$ cat src/rtl/seq_pattern_tx.sv
`default_nettype none
// ============================================================================
// Module   : seq_pattern_tx
// Purpose  : Serial pattern transmitter. Captures an up-to-PAT_W-bit pattern
//            and shifts it out MSB-first, one bit per clock. The pattern is
//            repeated a programmable number of times, with GAP_CYCLES idle
//            cycles between repetitions. It drives the serial data input of
//            seq_det_101 for loopback, and serves as a stimulus source.
// Ports    : clock_in   - clock, all logic on posedge
//            rst_in     - synchronous reset, active-high
//            start_in   - start request, sampled only while idle
//            abort_in   - synchronous abort, any non-idle state
//            pattern_in - pattern, bits [len-1:0] used, bit len-1 sent first
//            len_in     - pattern length, values above PAT_W clamp to PAT_W
//            repeat_in  - number of transmissions, 0 treated as 1
//            data_out   - serial bit, 0 whenever valid_out is 0
//            valid_out  - data_out carries a pattern (or parity) bit
//            busy_out   - transfer in progress
//            done_out   - 1-cycle pulse after the last bit of the last frame
// Options  : SEQ_PATTERN_TX_PARITY_EN - append an even-parity bit to each frame
// Revision : 1.0 - initial release
// ============================================================================
module seq_pattern_tx #(
   parameter int PAT_W      = 8,
   parameter int LEN_W      = 4,
   parameter int RPT_W      = 4,
   parameter int GAP_CYCLES = 1
) (
   input  logic             clock_in,
   input  logic             rst_in,
   input  logic             start_in,
   input  logic             abort_in,
   input  logic [PAT_W-1:0] pattern_in,
   input  logic [LEN_W-1:0] len_in,
   input  logic [RPT_W-1:0] repeat_in,
   output logic             data_out,
   output logic             valid_out,
   output logic             busy_out,
   output logic             done_out
);

   localparam logic [2:0] S_IDLE  = 3'd0;
   localparam logic [2:0] S_SHIFT = 3'd1;
`ifdef SEQ_PATTERN_TX_PARITY_EN
   localparam logic [2:0] S_PAR   = 3'd2;
`endif
   localparam logic [2:0] S_GAP   = 3'd3;
   localparam logic [2:0] S_DONE  = 3'd4;

   localparam int GAP_W = (GAP_CYCLES > 1) ? $clog2(GAP_CYCLES) : 1;
   localparam logic [GAP_W-1:0] c_GAP_LAST = GAP_W'((GAP_CYCLES > 0) ? GAP_CYCLES - 1 : 0);
   localparam logic [LEN_W-1:0] c_PAT_W_L  = LEN_W'(PAT_W);

   logic [2:0]       state_q, state_d;
   logic [PAT_W-1:0] pat_q,   pat_d;    // captured pattern, left-aligned
   logic [PAT_W-1:0] sh_q,    sh_d;     // remaining bits, next bit at MSB
   logic [LEN_W-1:0] len_q,   len_d;
   logic [LEN_W-1:0] cnt_q,   cnt_d;    // index of the bit currently on data_out
   logic [RPT_W-1:0] rpt_q,   rpt_d;    // repetitions left, including current
   logic [GAP_W-1:0] gap_q,   gap_d;
   logic             data_q,  data_d;
   logic             valid_q, valid_d;
   logic             busy_q,  busy_d;
   logic             done_q,  done_d;
`ifdef SEQ_PATTERN_TX_PARITY_EN
   logic             par_q,   par_d;    // XOR of bits sent so far in this frame
`endif

   logic [LEN_W-1:0] w_len;
   logic [PAT_W-1:0] w_aligned;
   logic [RPT_W-1:0] w_rpt;
   logic             w_frame_end;
   logic             w_reload;

   assign w_len     = (len_in > c_PAT_W_L) ? c_PAT_W_L : len_in;
   // Left-align so the first bit to send always sits at the MSB.
   assign w_aligned = pattern_in << (c_PAT_W_L - w_len);
   assign w_rpt     = (repeat_in == '0) ? RPT_W'(1) : repeat_in;

   always_comb begin
      state_d     = state_q;
      pat_d       = pat_q;
      sh_d        = sh_q;
      len_d       = len_q;
      cnt_d       = cnt_q;
      rpt_d       = rpt_q;
      gap_d       = gap_q;
      data_d      = 1'b0;
      valid_d     = 1'b0;
      busy_d      = 1'b0;
      done_d      = 1'b0;
      w_frame_end = 1'b0;
      w_reload    = 1'b0;
`ifdef SEQ_PATTERN_TX_PARITY_EN
      par_d       = par_q;
`endif

      case (state_q)
         S_IDLE: begin
            if (start_in && !abort_in) begin
               if (len_in == '0) begin
                  state_d = S_DONE;
                  done_d  = 1'b1;
               end else begin
                  pat_d   = w_aligned;
                  sh_d    = w_aligned << 1;
                  len_d   = w_len;
                  cnt_d   = w_len - LEN_W'(1);
                  rpt_d   = w_rpt;
                  state_d = S_SHIFT;
                  data_d  = w_aligned[PAT_W-1];
                  valid_d = 1'b1;
                  busy_d  = 1'b1;
`ifdef SEQ_PATTERN_TX_PARITY_EN
                  par_d   = w_aligned[PAT_W-1];
`endif
               end
            end
         end
         S_SHIFT: begin
            if (cnt_q != '0) begin
               cnt_d   = cnt_q - LEN_W'(1);
               sh_d    = sh_q << 1;
               data_d  = sh_q[PAT_W-1];
               valid_d = 1'b1;
               busy_d  = 1'b1;
`ifdef SEQ_PATTERN_TX_PARITY_EN
               par_d   = par_q ^ sh_q[PAT_W-1];
`endif
            end else begin
`ifdef SEQ_PATTERN_TX_PARITY_EN
               state_d = S_PAR;
               data_d  = par_q;
               valid_d = 1'b1;
               busy_d  = 1'b1;
`else
               w_frame_end = 1'b1;
`endif
            end
         end
`ifdef SEQ_PATTERN_TX_PARITY_EN
         S_PAR: begin
            w_frame_end = 1'b1;
         end
`endif
         S_GAP: begin
            busy_d = 1'b1;
            if (gap_q == c_GAP_LAST) begin
               w_reload = 1'b1;
            end else begin
               gap_d = gap_q + GAP_W'(1);
            end
         end
         S_DONE: begin
            state_d = S_IDLE;
         end
         default: begin
            state_d = S_IDLE;
         end
      endcase

      // Last cycle of a frame is on the output: pick gap, next frame or done.
      if (w_frame_end) begin
         if (rpt_q > RPT_W'(1)) begin
            rpt_d = rpt_q - RPT_W'(1);
            if (GAP_CYCLES > 0) begin
               state_d = S_GAP;
               gap_d   = '0;
               busy_d  = 1'b1;
            end else begin
               w_reload = 1'b1;
            end
         end else begin
            state_d = S_DONE;
            done_d  = 1'b1;
         end
      end

      // Start the next repetition from the captured copy.
      if (w_reload) begin
         state_d = S_SHIFT;
         sh_d    = pat_q << 1;
         cnt_d   = len_q - LEN_W'(1);
         data_d  = pat_q[PAT_W-1];
         valid_d = 1'b1;
         busy_d  = 1'b1;
`ifdef SEQ_PATTERN_TX_PARITY_EN
         par_d   = pat_q[PAT_W-1];
`endif
      end

      if (abort_in && (state_q != S_IDLE)) begin
         state_d = S_IDLE;
         data_d  = 1'b0;
         valid_d = 1'b0;
         busy_d  = 1'b0;
         done_d  = 1'b0;
      end
   end

   always_ff @(posedge clock_in) begin
      if (rst_in) begin
         state_q <= S_IDLE;
         pat_q   <= '0;
         sh_q    <= '0;
         len_q   <= '0;
         cnt_q   <= '0;
         rpt_q   <= '0;
         gap_q   <= '0;
         data_q  <= 1'b0;
         valid_q <= 1'b0;
         busy_q  <= 1'b0;
         done_q  <= 1'b0;
`ifdef SEQ_PATTERN_TX_PARITY_EN
         par_q   <= 1'b0;
`endif
      end else begin
         state_q <= state_d;
         pat_q   <= pat_d;
         sh_q    <= sh_d;
         len_q   <= len_d;
         cnt_q   <= cnt_d;
         rpt_q   <= rpt_d;
         gap_q   <= gap_d;
         data_q  <= data_d;
         valid_q <= valid_d;
         busy_q  <= busy_d;
         done_q  <= done_d;
`ifdef SEQ_PATTERN_TX_PARITY_EN
         par_q   <= par_d;
`endif
      end
   end

   assign data_out  = data_q;
   assign valid_out = valid_q;
   assign busy_out  = busy_q;
   assign done_out  = done_q;

endmodule
`default_nettype wire

$ cat config.mk
export PLATFORM = sky130hd
export DESIGN_NAME = seq_pattern_tx
export DESIGN_NICKNAME = d
export VERILOG_FILES = /design/src/rtl/seq_pattern_tx.sv
export SDC_FILE = /design/constraint.sdc
export NUM_CORES = 1
export LEC_CHECK = 0
export ABC_CLOCK_PERIOD_IN_PS = 3300
export BUFFER_PORTS_ARGS = -buffer_cell sky130_fd_sc_hd__buf_2
export CAP_MARGIN = 25
export CORE_MARGIN = 2
export CORE_UTILIZATION = 35
export CTS_CLUSTER_SIZE = 16
export DETAILED_ROUTE_END_ITERATION = 16
export GPL_ROUTABILITY_DRIVEN = 0
export GPL_TIMING_DRIVEN = 1
export RECOVER_POWER = 100
export SLEW_MARGIN = 0
export SYNTH_ARGS = -nofsm -noshare
export SYNTH_HDL_FRONTEND = slang
export SYNTH_SLANG_ARGS = --single-unit
$ cat constraint.sdc
create_clock -name clock_in -period 3.3 [get_ports clock_in]
set_clock_uncertainty 0.1 [all_clocks]
set_input_delay 0.66 -clock clock_in [delete_from_list [all_inputs] [get_ports clock_in]]
set_output_delay 0.66 -clock clock_in [all_outputs]
set_load 0.05 [all_outputs]
==> reports/qor.yml, run 1 <==
status: "complete, no violations"
worst_pin_slew_ns: 0.9114
crit_end: "sh_q[6]"
start_util: 0.3574
period_needed_ns: 2.783
cts_resized: 0
grt_first_pass_wirelength_mm: 8.735
tns_ns: 0
ant_nets: 0
fin_ws_ns: 0.5170
startpoint_type: "input port"
grt_setup_unrepaired: "no"
die_y_um: 81.06
arrival_ns: 2.83
avgSynthCellArea_um2: 8.313
cts_made_buffers: 5
routedWlPerCell_um: 15.08
critical_path_class: "in2reg"
synth-seq-cells: 35
cp_top_family: "buffers and inverters"
preCtsSetupSlack_ns: 0.3147
netlist_instances: 250
layout_commonest_cell: "dfxtp_1"
wl_mm: 5.174
grt_max_degree: 29
crit_start: "len_in[3]"
viasPerCell: 5.618
path_buf_inv: 3
root_buffer: "clkbuf_8"
row_count: 28
fin_crit_sh: 0.8433
hold_class: "reg2reg"
cts_sinks: 35
ff2ff_path_depth: 5
vias: 1927
cts_setup_buffers: 0
async_reset_ff_frac: 0
synth_ff_type: "dfxtp_1"
path_max_fanout: 13
crit_cells: 9
irDropWorstVdd_uv: 221.0
dieArea_mm2: 0.006570
core_mm2: 0.005816
synth-edff-count: 0
drive_gt1_frac: 0.1455
synthesis.yosys.warnings: 0
ctsHoldBuffers: 0
h-tree-depth: 2
rr_startpoint: "state_q[0]"
ios: 24
first_pass_iters: 5
portBuffers: 23
crit_path_top_delay_cell: "mux4_2"
final_cell_mix: "dfxtp_1, nand2_1, nor2_1, buf_2, a21oi_1"
synthesis.area_mm2: 0.002078
syn-num-nets: 274
final_max_slew_viol_count: 0
critPathMaxStageDelay_ns: 0.49
final_nets: 291
clk_path_buf_depth: 2
antenna_found_initial: 0
finalHoldViolations: 0
setup-violations-final: 0
synthToLayoutAreaGrowth_pct: 11.74
grt_usage: 0.1722
p_per_area_mw_per_mm2: 472.1
leakage_nw: 0.8269
grt_pass1_vias: 1757
drc: 0
yosysUniqueCellTypes: 53
fp.dieW_um: 81.06
max_slew_margin: 0.3911
clkTransAtPathRegs_ns: 0.07
first_iter_violations: 123
r2r_slack_ns: 0.72
required_ns: 3.34
cts_tree: "built"
path_cells: "clkbuf_1, nor2b_1, inv_1, ha_1, inv_1, mux4_2, nor2b_1, o21ai_0, a211oi_1"
seq_area_frac_synth: 0.3371
drv_cap: 0
diodes: 0
cp-end-kind: "flop"
dp_hpwl_mm: 3.688
max_freq_ghz: 0.3593
r2r_end: "sh_q[7]"
clock_latency_ns: 0.29
grt_overflow: 0
hold_ws_ns: 0.3616
-- routing by layer --
metal  share of wire  vias up  track usage
met5               0        -            0
met4          0.0079        0      0.05085
met3           0.054        4      0.02667
met2            0.45       56       0.2760
met1            0.49      897       0.2389
li1                -      970            -
-- how the worst min path moves through the flow --
stage,from,to,slack (ns),cells past startpoint
global route,pat_q[6],pat_q[6],0.38,2
floorplan,pat_q[4],pat_q[4],0.33,2
global placement,pat_q[4],pat_q[4],0.34,2
detailed placement,pat_q[3],pat_q[3],0.35,2
finish,pat_q[2],pat_q[2],0.36,2
CTS,pat_q[2],pat_q[2],0.36,2
-- metrics by stage --
stage | instances | utilization | total power (W) | area [um^2]
finish | 343 | 0.3993 | 0.001096 | 2322
global route | 343 | 0.3993 | 0.001157 | 2322
CTS | 343 | 0.4047 | 0.001110 | 2354
detailed placement | 335 | 0.3875 | 0.0007666 | 2253
global placement | 335 | 0.3875 | 0.0007648 | 2253
floorplan | 250 | - | 0.0006952 | 2078
-- logic make-up after synthesis --
group	after synthesis	synth area share
XOR/XNOR	3	0.01265
AND/OR/NAND/NOR	87	0.2252
AO/OA/AOI/OAI	78	0.2553
multiplexers	14	0.08669
flip-flops	35	0.3371
adder cells (fa/ha/maj)	4	0.02408
buffers and inverters	29	0.05900
-- sequential cells by signal (all words and copies together), names as in the netlist --
name       cells
pat_q          8
done_out       1
data_out       1
busy_out       1
len_q          4
gap_q          1
valid_out      1
rpt_q          4
cnt_q          4
sh_q           7
state_q        3
-- Yosys cell counts (all sizes together), types with 3 or more instances --
master	number	area share
dfxtp	35	0.34
nand2	25	0.045
nor2	18	0.033
a21oi	17	0.041
clkbuf	14	0.026
o21ai	14	0.034
inv	10	0.018
a22oi	9	0.033
mux2i	9	0.043
nor3	9	0.022
a211oi	7	0.025
a221oi	6	0.025
nor2b	6	0.018
buf	5	0.015
nor4	5	0.018
ha	4	0.024
a31oi	3	0.0090
a32oi	3	0.013
mux4	3	0.033
nand2b	3	0.0090
nand4	3	0.0090
nor3b	3	0.013
o22ai	3	0.0090
or3	3	0.0090
or3b	3	0.014
xnor2	3	0.013
-- report_power, final --
part	switching (W)	total, W	internal (W)
sequential	0.0000264	0.000480	0.000454
clock	0.000151	0.000342	0.000190
combinational	0.000166	0.000274	0.000108
total	0.000344	0.00110	0.000753
-- area by class of cell --
type | instances | area [um^2]
tap | 75 | 93.84
inverter | 10 | 37.54
fill | 635 | 3493
clock buffer | 8 | 100.1
sequential | 35 | 700.7
multi-input combinational | 186 | 1247
timing repair buffer | 29 | 142.6
-- tightest hold or removal path: cells and delay by family, from the launching register on --
kind | cells | cell delay (ns)
flip-flops | 1 | 0.31
AND/OR/NAND/NOR | 1 | 0.05
AO/OA/AOI/OAI | 1 | 0.05
Note: power is estimated with default switching activity, not from simulation.
==> run 2: changes to the inputs <==
--- a/config.mk
+++ b/config.mk
@@ -5,7 +5,8 @@
 export SDC_FILE = /design/constraint.sdc
 export NUM_CORES = 1
 export LEC_CHECK = 0
-export ABC_CLOCK_PERIOD_IN_PS = 3300
+export ABC_AREA = 1
+export ABC_CLOCK_PERIOD_IN_PS = 2700
 export BUFFER_PORTS_ARGS = -buffer_cell sky130_fd_sc_hd__buf_2
 export CAP_MARGIN = 25
 export CORE_MARGIN = 2
==> constraint.sdc (replaced) <==
create_clock -name clock_in -period 2.7 [get_ports clock_in]
set_clock_uncertainty 0.1 [all_clocks]
set_input_delay 0.54 -clock clock_in [delete_from_list [all_inputs] [get_ports clock_in]]
set_output_delay 0.54 -clock clock_in [all_outputs]
set_load 0.05 [all_outputs]
==> run 2 against run 1 <==
Flip-flop and latch count did not move. Critical path depth rose by 2. Sequential power rose by 24%. Routed wire length fell by 3.7%. Non-clock buffer count fell by 5. Register-to-register slack got worse by 0.20 ns. Design area fell by 1.3%. Synthesized cell count rose by 31%. Clock-buffer cell count fell by 1. Clock power rose by 7.3%. Setup slack got worse by 0.056 ns.
==> reports/qor.yml, run 2 <==
startpoint_type: "input port"
final_cell_mix: "nand2_1, inv_1, nand3_1"
synth_ff_type: "dfxtp_1"
crit_start: "len_in[3]"
crit_path_top_delay_cell: "ha_1"
max_slew_margin: 0.5816  # +0.1905
drive_gt1_frac: 0.1083  # -0.03726
finalHoldViolations: 0  # unchanged
root_buffer: "clkbuf_8"
synthesis.area_mm2: 0.002081  # +0.12%
yosysUniqueCellTypes: 28  # -47%
final_nets: 374  # +29%
cts_setup_buffers: 0  # unchanged
tns_ns: 0  # unchanged
fp.dieW_um: 81.11  # about the same
clk_path_buf_depth: 2  # unchanged
path_max_fanout: 13  # unchanged
seq_area_um2: 700.7  # unchanged
cts_resized: 0  # unchanged
cts_made_buffers: 5  # unchanged
worst_pin_slew_ns: 0.6259  # -0.2855 ns
cts_tree: "built"
grt_overflow: 0  # unchanged
layout_commonest_cell: "nand2_1"
synth-edff-count: 0  # unchanged
largest_reg_flops: 8  # unchanged
synth_top_area_frac: 0.3367  # -0.0004055
syn-num-nets: 352  # +28%
drc: 0  # unchanged
setup-violations-final: 0  # unchanged
irDropWorstVdd_uv: 210.2  # -4.9%
drv_cap: 0  # unchanged
rr_startpoint: "state_q[1]"
critical_path_class: "in2reg"
avgSynthCellArea_um2: 6.344  # -24%
path_buf_inv: 3  # unchanged
netlist_instances: 328  # +31%
clock_latency_ns: 0.29  # about the same
yosysTopAreaCell: "dfxtp_1"
hp-start: "gap_q"
cts_sinks: 35  # unchanged
clkTransAtPathRegs_ns: 0.06  # about the same
h-tree-depth: 2  # unchanged
ant_nets: 0  # unchanged
grt_pass1_vias: 1901  # +8.2%
first_iter_violations: 91  # -26%
grt_max_degree: 19  # -34%
viasPerCell: 4.805  # -14%
seq_area_frac_synth: 0.3367  # -0.0004055
required_ns: 2.82  # -0.52 ns
wl_mm: 4.980  # -3.7%
async_reset_ff_frac: 0  # unchanged
cp_top_family: "simple AND/OR/NAND/NOR gates"
path_cells: "clkbuf_1, inv_1, nand2_2, ha_1, inv_1, nand3_1, a21oi_1, nand3_1, nand2_1, nand2_1, a21oi_1"
num-fill-cells: 657  # +3.5%
arrival_ns: 2.36  # -0.47 ns
synthesis.yosys.warnings: 0  # unchanged
leakage_nw: 1.180  # +43%
ios: 24  # unchanged
dieArea_mm2: 0.006578  # +0.12%
synthToLayoutAreaGrowth_pct: 10.16
portBuffers: 23  # unchanged
start_util: 0.3578  # +0.0004304
row_count: 28  # unchanged
max_freq_ghz: 0.4466
first_pass_iters: 4  # -1
regMostFlops: "pat_q"
multi_input_area_mm2: 0.001112  # -11%
dp_hpwl_mm: 3.727  # +1.1%
ys_top_cells_by_area: "dfxtp_1, nand2_1, nand3_1, inv_1, a21oi_1"
core_mm2: 0.005816  # unchanged
ctsHoldBuffers: 0  # unchanged
final_max_slew_viol_count: 0  # unchanged
fin_crit_sh: 0.8294
p_per_area_mw_per_mm2: 571.3  # +21%
reg_top3: "pat_q (8), sh_q (7)"
status: "complete, no violations"
synth.most_common_cell: "nand2_1"
diodes: 0  # unchanged
grt_first_pass_wirelength_mm: 8.390  # -3.9%
grt_usage: 0.1658  # -0.006383
cp-end-kind: "flop"
synth-seq-cells: 35  # unchanged
routedWlPerCell_um: 11.69  # -23%
hold_class: "reg2reg"
period_needed_ns: 2.239
ys_top_cells_by_count: "nand2_1, inv_1, nand3_1"
grt_setup_unrepaired: "no"
antenna_found_initial: 0  # unchanged
critPathMaxStageDelay_ns: 0.42  # -0.07 ns
die_y_um: 81.11  # about the same
hold_ws_ns: 0.3648  # +0.003240 ns
vias: 2047  # +6.2%
==> run 2: final timing paths <==
| path | cells after the start | to | slack (ns) |
|---|---|---|---|
| max | 11 | sh_q[5] | 0.46 |
| min | 2 | gap_q | 0.36 |
| max reg2reg | 10 | sh_q[2] | 0.52 |
| min reg2reg | 2 | gap_q | 0.36 |
==> run 2: cells by family (layout without fill, tap and decap cells) <==
kind of cell,count (synthesis),count (layout),synth area share
AND/OR/NAND/NOR,172,172,0.3662
buffers and inverters,60,83,0.1215
AO/OA/AOI/OAI,55,55,0.1431
flip-flops,35,35,0.3367
adder cells (fa/ha/maj),4,4,0.02405
XOR/XNOR,2,2,0.008420
==> run 2: through the flow <==
stage / util / setup WS (ns) / instance area [um^2] / cells / total power [W]
2_1_floorplan: - / 0.5393 / 2081 / 328 / 0.0008782
3_3_place_gp: 0.3845 / 0.3437 / 2236 / 418 / 0.0009563
3_5_place_dp: 0.3845 / 0.3114 / 2236 / 418 / 0.0009604
4_1_cts: 0.3985 / 0.6066 / 2317 / 426 / 0.001325
5_1_grt: 0.3941 / 0.1989 / 2292 / 426 / 0.001397
6_report: 0.3941 / 0.4607 / 2292 / 426 / 0.001310
==> run 2: worst min-delay path: stages, from the launching register on <==
cell	delay (ns)
dfxtp_1	0.30
inv_1	0.07
nor3_1	0.05
==> run 2: per-layer routing <==
metal / up-vias / wire [um] / track usage
met4: 0 / 89 / 0.05424
met3: 10 / 200 / 0.04000
met2: 37 / 2319 / 0.2818
met1: 910 / 2371 / 0.2056
met5: - / 0 / 0
li1: 1090 / - / -
==> run 2: report_power, final <==
part	internal [W]	leakage, nW	switching, W
clock	0.000181	0.0422	0.000186
sequential	0.000566	0.286	0.0000284
combinational	0.000115	0.851	0.000233
total	0.000862	1.18	0.000448
==> run 2: final cells by class <==
class | instances | area share
clock inverters | 1 | 0.002183
multi-input cells | 233 | 0.4853
repair buffers | 24 | 0.04913
flip-flops and latches | 35 | 0.3057
inverters | 51 | 0.08352
well taps | 75 | 0.04094
clock buffers | 7 | 0.03330
